## src/rtl/snake_pkg.sv

```systemverilog
// Shared types and defaults for the snake game frame scheduler.
package snake_pkg;

    localparam int FRAME_CYCLES_DEF   = 1000000;
    localparam int MOVE_DIV_INIT_DEF  = 8;
    localparam int MOVE_DIV_MIN_DEF   = 2;
    localparam int FOOD_PER_LEVEL_DEF = 4;
    localparam int CW_DEF             = 20;

    // Width of the move counter, move divider and food counter.
    localparam int CNT_W = 8;

    typedef enum logic [1:0] {
        ST_TITLE     = 2'd0,
        ST_INIT      = 2'd1,
        ST_PLAYING   = 2'd2,
        ST_GAME_OVER = 2'd3
    } stage_e;

    typedef enum logic [1:0] {
        F_IDLE = 2'd0,
        F_UPD  = 2'd1,
        F_DRAW = 2'd2
    } frame_e;

    // One step faster, but never below the floor: max(div-1, floor).
    function automatic logic [CNT_W-1:0] div_step_down(
        input logic [CNT_W-1:0] div,
        input logic [CNT_W-1:0] floor_val
    );
        logic [CNT_W-1:0] res;
        if (div > floor_val) begin
            res = div - {{(CNT_W-1){1'b0}}, 1'b1};
        end else begin
            res = floor_val;
        end
        return res;
    endfunction

endpackage

```

## src/rtl/snake_frame_timer.sv

```systemverilog
// Free-running frame counter; tick is high for the last cycle of each frame.
module snake_frame_timer
    import snake_pkg::*;
#(
    parameter int FRAME_CYCLES = FRAME_CYCLES_DEF,
    parameter int CW           = CW_DEF
) (
    input  logic clock,
    input  logic resetn,
    output logic tick
);

    localparam logic [CW-1:0] LAST_CNT = CW'(FRAME_CYCLES - 1);

    logic [CW-1:0] cnt_r;

    assign tick = (cnt_r == LAST_CNT);

    // Count every cycle, wrapping to zero on the tick cycle.
    always_ff @(posedge clock or negedge resetn) begin
        if (!resetn) begin
            cnt_r <= {CW{1'b0}};
        end else if (tick) begin
            cnt_r <= {CW{1'b0}};
        end else begin
            cnt_r <= cnt_r + CW'(1);
        end
    end

endmodule

```

## src/rtl/snake_frame_sched.sv

```systemverilog
// Game-stage controller and per-frame update/draw sequencer for snake.
module snake_frame_sched
    import snake_pkg::*;
#(
    parameter int FRAME_CYCLES   = FRAME_CYCLES_DEF,
    parameter int MOVE_DIV_INIT  = MOVE_DIV_INIT_DEF,
    parameter int MOVE_DIV_MIN   = MOVE_DIV_MIN_DEF,
    parameter int FOOD_PER_LEVEL = FOOD_PER_LEVEL_DEF,
    parameter int CW             = CW_DEF
) (
    input  logic        clock,
    input  logic        resetn,
    input  logic        start_btn,
    input  logic        init_done,
    input  logic        upd_done,
    input  logic        collision,
    input  logic        ate_food,
    input  logic        draw_done,
    output logic [31:0] rstage,
    output logic        init_req,
    output logic        upd_req,
    output logic        isDrawing,
    output logic [3:0]  level,
    output logic        overrun
);

    localparam logic [CNT_W-1:0] DIV_INIT  = CNT_W'(MOVE_DIV_INIT);
    localparam logic [CNT_W-1:0] DIV_MIN   = CNT_W'(MOVE_DIV_MIN);
    localparam logic [CNT_W-1:0] FOOD_LAST = CNT_W'(FOOD_PER_LEVEL - 1);
    localparam logic [CNT_W-1:0] ONE       = CNT_W'(1);

    stage_e            stage_r,    stage_s;
    frame_e            frame_r,    frame_s;
    logic [3:0]        level_r,    level_s;
    logic [CNT_W-1:0]  food_r,     food_s;
    logic [CNT_W-1:0]  move_r,     move_s;
    logic [CNT_W-1:0]  div_r,      div_s;
    logic              init_req_r, init_req_s;
    logic              upd_req_r,  upd_req_s;
    logic              drawing_r,  drawing_s;
    logic              overrun_r,  overrun_s;
    logic              btn_q_r;
    logic              btn_edge_s;
    logic              tick_s;

    snake_frame_timer #(
        .FRAME_CYCLES (FRAME_CYCLES),
        .CW           (CW)
    ) u_timer (
        .clock  (clock),
        .resetn (resetn),
        .tick   (tick_s)
    );

    assign btn_edge_s = start_btn & ~btn_q_r;

    assign rstage    = {30'd0, 2'(stage_r)};
    assign init_req  = init_req_r;
    assign upd_req   = upd_req_r;
    assign isDrawing = drawing_r;
    assign level     = level_r;
    assign overrun   = overrun_r;

    // Next-state logic for the stage machine, the frame machine and the game counters.
    always_comb begin
        stage_s    = stage_r;
        frame_s    = frame_r;
        level_s    = level_r;
        food_s     = food_r;
        move_s     = move_r;
        div_s      = div_r;
        init_req_s = 1'b0;
        upd_req_s  = 1'b0;
        drawing_s  = drawing_r;
        overrun_s  = overrun_r;

        case (stage_r)
            ST_TITLE, ST_GAME_OVER: begin
                if (btn_edge_s) begin
                    stage_s    = ST_INIT;
                    init_req_s = 1'b1;
                end else begin
                    stage_s = stage_r;
                end
            end
            ST_INIT: begin
                if (init_done) begin
                    stage_s = ST_PLAYING;
                end else begin
                    stage_s = stage_r;
                end
            end
            ST_PLAYING: begin
                stage_s = stage_r;
            end
            default: begin
                stage_s = ST_TITLE;
            end
        endcase

        case (frame_r)
            F_IDLE: begin
                if (tick_s) begin
                    if ((stage_r == ST_PLAYING) && (move_r == (div_r - ONE))) begin
                        upd_req_s = 1'b1;
                        move_s    = {CNT_W{1'b0}};
                        frame_s   = F_UPD;
                    end else begin
                        if (stage_r == ST_PLAYING) begin
                            move_s = move_r + ONE;
                        end else begin
                            move_s = move_r;
                        end
                        drawing_s = 1'b1;
                        frame_s   = F_DRAW;
                    end
                end else begin
                    frame_s = F_IDLE;
                end
            end
            F_UPD: begin
                if (tick_s) begin
                    overrun_s = 1'b1;
                end else begin
                    overrun_s = overrun_r;
                end
                if (upd_done) begin
                    if (ate_food) begin
                        if (food_r == FOOD_LAST) begin
                            food_s  = {CNT_W{1'b0}};
                            level_s = (level_r == 4'd15) ? 4'd15 : (level_r + 4'd1);
                            div_s   = div_step_down(div_r, DIV_MIN);
                        end else begin
                            food_s = food_r + ONE;
                        end
                    end else begin
                        food_s = food_r;
                    end
                    if (collision && (stage_r == ST_PLAYING)) begin
                        stage_s = ST_GAME_OVER;
                    end else begin
                        stage_s = stage_s;
                    end
                    drawing_s = 1'b1;
                    frame_s   = F_DRAW;
                end else begin
                    frame_s = F_UPD;
                end
            end
            F_DRAW: begin
                if (tick_s) begin
                    overrun_s = 1'b1;
                end else begin
                    overrun_s = overrun_r;
                end
                if (draw_done) begin
                    drawing_s = 1'b0;
                    frame_s   = F_IDLE;
                end else begin
                    frame_s = F_DRAW;
                end
            end
            default: begin
                drawing_s = 1'b0;
                frame_s   = F_IDLE;
            end
        endcase

        // Entering play starts a fresh game regardless of frame activity.
        if ((stage_r == ST_INIT) && init_done) begin
            level_s = 4'd0;
            food_s  = {CNT_W{1'b0}};
            move_s  = {CNT_W{1'b0}};
            div_s   = DIV_INIT;
        end else begin
            level_s = level_s;
        end
    end

    // State and output registers.
    always_ff @(posedge clock or negedge resetn) begin
        if (!resetn) begin
            stage_r    <= ST_TITLE;
            frame_r    <= F_IDLE;
            level_r    <= 4'd0;
            food_r     <= {CNT_W{1'b0}};
            move_r     <= {CNT_W{1'b0}};
            div_r      <= DIV_INIT;
            init_req_r <= 1'b0;
            upd_req_r  <= 1'b0;
            drawing_r  <= 1'b0;
            overrun_r  <= 1'b0;
            btn_q_r    <= 1'b0;
        end else begin
            stage_r    <= stage_s;
            frame_r    <= frame_s;
            level_r    <= level_s;
            food_r     <= food_s;
            move_r     <= move_s;
            div_r      <= div_s;
            init_req_r <= init_req_s;
            upd_req_r  <= upd_req_s;
            drawing_r  <= drawing_s;
            overrun_r  <= overrun_s;
            btn_q_r    <= start_btn;
        end
    end

endmodule

```

## config.mk

```make
export PLATFORM = sky130hd
export DESIGN_NAME = snake_frame_sched
export DESIGN_NICKNAME = d
export VERILOG_FILES = /design/src/rtl/snake_pkg.sv /design/src/rtl/snake_frame_timer.sv /design/src/rtl/snake_frame_sched.sv
export SDC_FILE = /design/constraint.sdc
export NUM_CORES = 1
export LEC_CHECK = 0
export ABC_AREA = 1
export CORE_UTILIZATION = 49
export CTS_BUF_LIST = sky130_fd_sc_hd__clkbuf_16
export DETAILED_ROUTE_END_ITERATION = 6
export HOLD_SLACK_MARGIN = 0.1
export PLACE_DENSITY = 0.7
export SYNTH_ARGS = -nofsm -noshare
export SYNTH_HDL_FRONTEND = slang
export SYNTH_SLANG_ARGS = --single-unit
```

## constraint.sdc

```tcl
create_clock -name clock -period 2.25 [get_ports clock]
set_input_delay 0.675 -clock clock [delete_from_list [all_inputs] [get_ports clock]]
set_output_delay 0.675 -clock clock [all_outputs]
set_load 0.03 [all_outputs]
```

==> impl_results.md <==
- Pre-CTS WS: -90.6 ps
- LEAKAGE: 1.97 nW
- Setup TNS: 0 ps
- Clk_skew: ~7.0 ps
- R2R Path Start: div_r[1]
- CP Cell Sequence: clkdlybuf4s50_1
- Final Util: 0.594
- First-pass GRT wire length: 12600 um
- Area growth, synth to finish: 14.6%
- Largest net degree at the start of global routing: 39
- DR vias: 3017
- Crit start category: flip-flop
- Ports: 48
- Mapped Area: approximately 3600 um2
- Buf/Inv on CP: 1
- CTS Root Cell: clkbuf_16
- Pwr/cell area: 584 nW/um2
- Initial core utilization: 0.518
- Vias per cell: 5.06
- Nets: 517
- Routed WL: 7380 um
- Min Tclk post-route: 2130 ps
- Grt ovf: 0
- R2r setup slk: 260 ps
- Unrepaired setup endpoints after global routing: true
- Synth area leaders: dfrtp_1 (39%), nand2_1 (9.0%), inv_1 (6.7%), buf_4 (6.3%), nand3_1 (5.4%)
- Max Clk Rate: 471 MHz
- Chip Height: ~88 um
- Dpl hpwl: 5600 um
- Cells after Synth: 462
- Worst reg2reg endpoint: move_r[2]
- Final Worst Setup Slack: 125 ps
- Design area: 4120 um2
- Total power: 0.00241 W
- DRC viols: 0
- Ant. Diodes: 0
- Max VDD drop: 0.514 mV
- Wire per inst: 12.4 um
- DR iter-0 viols: 127
- Clk buf depth: 2
- Worst path depth: 1
- CP Capture Type: output pin
- Final GP Congestion: 0.918
- Synth warn: 0
- PortBufs: 17
- Post-synth top area share: 0.390
- Total track usage: 0.211
- Synth area leader: dfrtp_1
- Fin crit share: 0.944
- Core area: around 6900 um2
- Vias in the first global route: 2838
- CP max FO: 6
- Final Max Slew Viols: 0
- Reg2Reg Depth: 15
- Number of failing hold endpoints at the final stage: 0
- Cell Area, Placed: 3840 um2
- Mean Syn Cell Area: 7.79 um2
- Clk pin slew, worst setup/hold paths: 50 ps
- Die area: 7690 um2
- Post-CTS sizing: 0
- Hold crit path type: in2async
- Yosys cell types: 43
- Kind of cell adding the most delay to the critical path: buffers and inverters
- Max-Cap Viols: 0
- Final setup fails: 0
- Setup Crit Path Kind: reg2out
- Setup Buffers After CTS: 0
- CTS Sinks: 57
- Initial antenna violation count: 0
- Flops & latches, synth: 57
- CTS tree: done
- Sequential area share after synthesis: 0.397
- Worst skew pair latency: 320 ps
- Slew @ Worst Pin: 504 ps
- Routed Antenna Nets: 0
- Slew HR: 0.664
- Outcome: complete, no violations
- Share of layout cells above drive strength 1: 0.102
- CTS H-Tree Depth: 3
- Slowest-stage cell, CP: clkdlybuf4s50_1
- Num CTS Buffers: 9
- CP Data Required Time: 1570 ps
- DR pass1 iterations: 4
- Arrival time at the worst endpoint: 1450 ps
- Hold Buf Count CTS: 0
- Chip Width: between 80 and 90 um
- CP max stage delay: around 700 ps
- Row Count: 30
-- logic make-up (layout without fill, tap and decap cells) --
kind of cell / after synthesis / in the layout / synth area share
fa+ha+maj: 13 / 13 / 0.0452
xor+xnor: 16 / 16 / 0.0390
other cells: 1 / 30 / 0.00104
compound gates: 49 / 49 / 0.0863
simple gates: 225 / 225 / 0.295
buf+inv: 101 / 110 / 0.137
flops: 57 / 57 / 0.397
-- sequential cells by signal (all words and copies together), names as in the netlist, 2 cells and up --
register,flops
level,4
div_r,8
frame_r,2
u_timer.cnt_r,20
stage_r,2
food_r,8
move_r,8
-- worst max-delay path by stage --
stage	from	to	slack (ps)
3_3_place_gp	upd_done	div_r[0]	80
5_1_grt	div_r[1]	move_r[2]	-3
3_5_place_dp	upd_done	food_r[5]	-90
6_report	level[3]	level[3]	120
4_1_cts	level[3]	level[3]	120
2_1_floorplan	stage_r[0]	move_r[2]	360
-- where the power goes --
part,total (W),internal (W),switching (W)
clock,0.00128,0.000832,0.000445
combinational,0.000102,0.0000134,0.0000889
sequential,0.00103,0.00103,0.000000224
-- cells in the final DEF (no fill, tap or decap), types with 2 or more instances in the layout --
cell | Yosys | routed
nand2_1 | 86 | 86
inv_1 | 64 | 65
dfrtp_1 | 56 | 56
nor2_1 | 47 | 47
nand3_1 | 39 | 38
conb_1 | 1 | 30
o21ai_0 | 16 | 16
clkdlybuf4s50_1 | 0 | 16
nor3_1 | 15 | 15
xor2_1 | 15 | 15
ha_1 | 13 | 12
nand4_1 | 10 | 10
o22ai_1 | 10 | 10
clkbuf_16 | 0 | 9
a21oi_1 | 8 | 8
buf_4 | 30 | 8
nor4_1 | 6 | 6
inv_2 | 5 | 5
nand3b_1 | 4 | 4
nand2_2 | 4 | 4
o21ai_1 | 3 | 3
nand2_4 | 3 | 3
nor2_2 | 3 | 3
or2_2 | 3 | 3
clkinv_1 | 0 | 2
clkinv_2 | 0 | 2
-- per-layer routing --
| layer | share of wire | wire [um] | GRT usage | up-vias |
|---|---|---|---|---|
| li1 | - | - | - | 1515 |
| met5 | 0 | 0 | 0 | - |
| met4 | 0.013 | 94 | 0.0537 | 0 |
| met1 | 0.47 | 3460 | 0.268 | 1420 |
| met3 | 0.040 | 292 | 0.0575 | 10 |
| met2 | 0.48 | 3530 | 0.357 | 72 |
-- stage by stage --
stage	std cells	hold WS, ps
after floorplan	491	379
after global placement	581	423
after detailed placement	581	422
after CTS	596	321
after global routing	596	357
final	596	315
-- layout make-up --
| class | count | area [um2] |
|---|---|---|
| flip-flops and latches | 57 | 1430 |
| well taps | 96 | 120 |
| repair buffers | 26 | 245 |
| multi-input cells | 333 | 1790 |
| clock inverters | 6 | 51.3 |
| clock buffers | 9 | 225 |
| inverters | 69 | 259 |
| fillers | 630 | 2820 |
-- synthesized netlist by cell type (all sizes together) --
library cell / count
nand2: 93
nor3: 17
nand3: 39
clkbuf: 1
xnor2: 1
o2111ai: 1
a22o: 1
a21boi: 1
o211ai: 1
buf: 31
a21o: 1
o21ai: 21
or2: 3
nor3b: 2
a221oi: 1
nor4: 6
conb: 1
dfrtp: 56
a22oi: 1
a21oi: 8
nand3b: 4
o22ai: 10
ha: 13
inv: 69
o31ai: 1
dfstp: 1
a2111oi: 1
o32ai: 1
xor2: 15
nand4: 10
nor2: 51
Note: power is estimated with default switching activity, not from simulation.
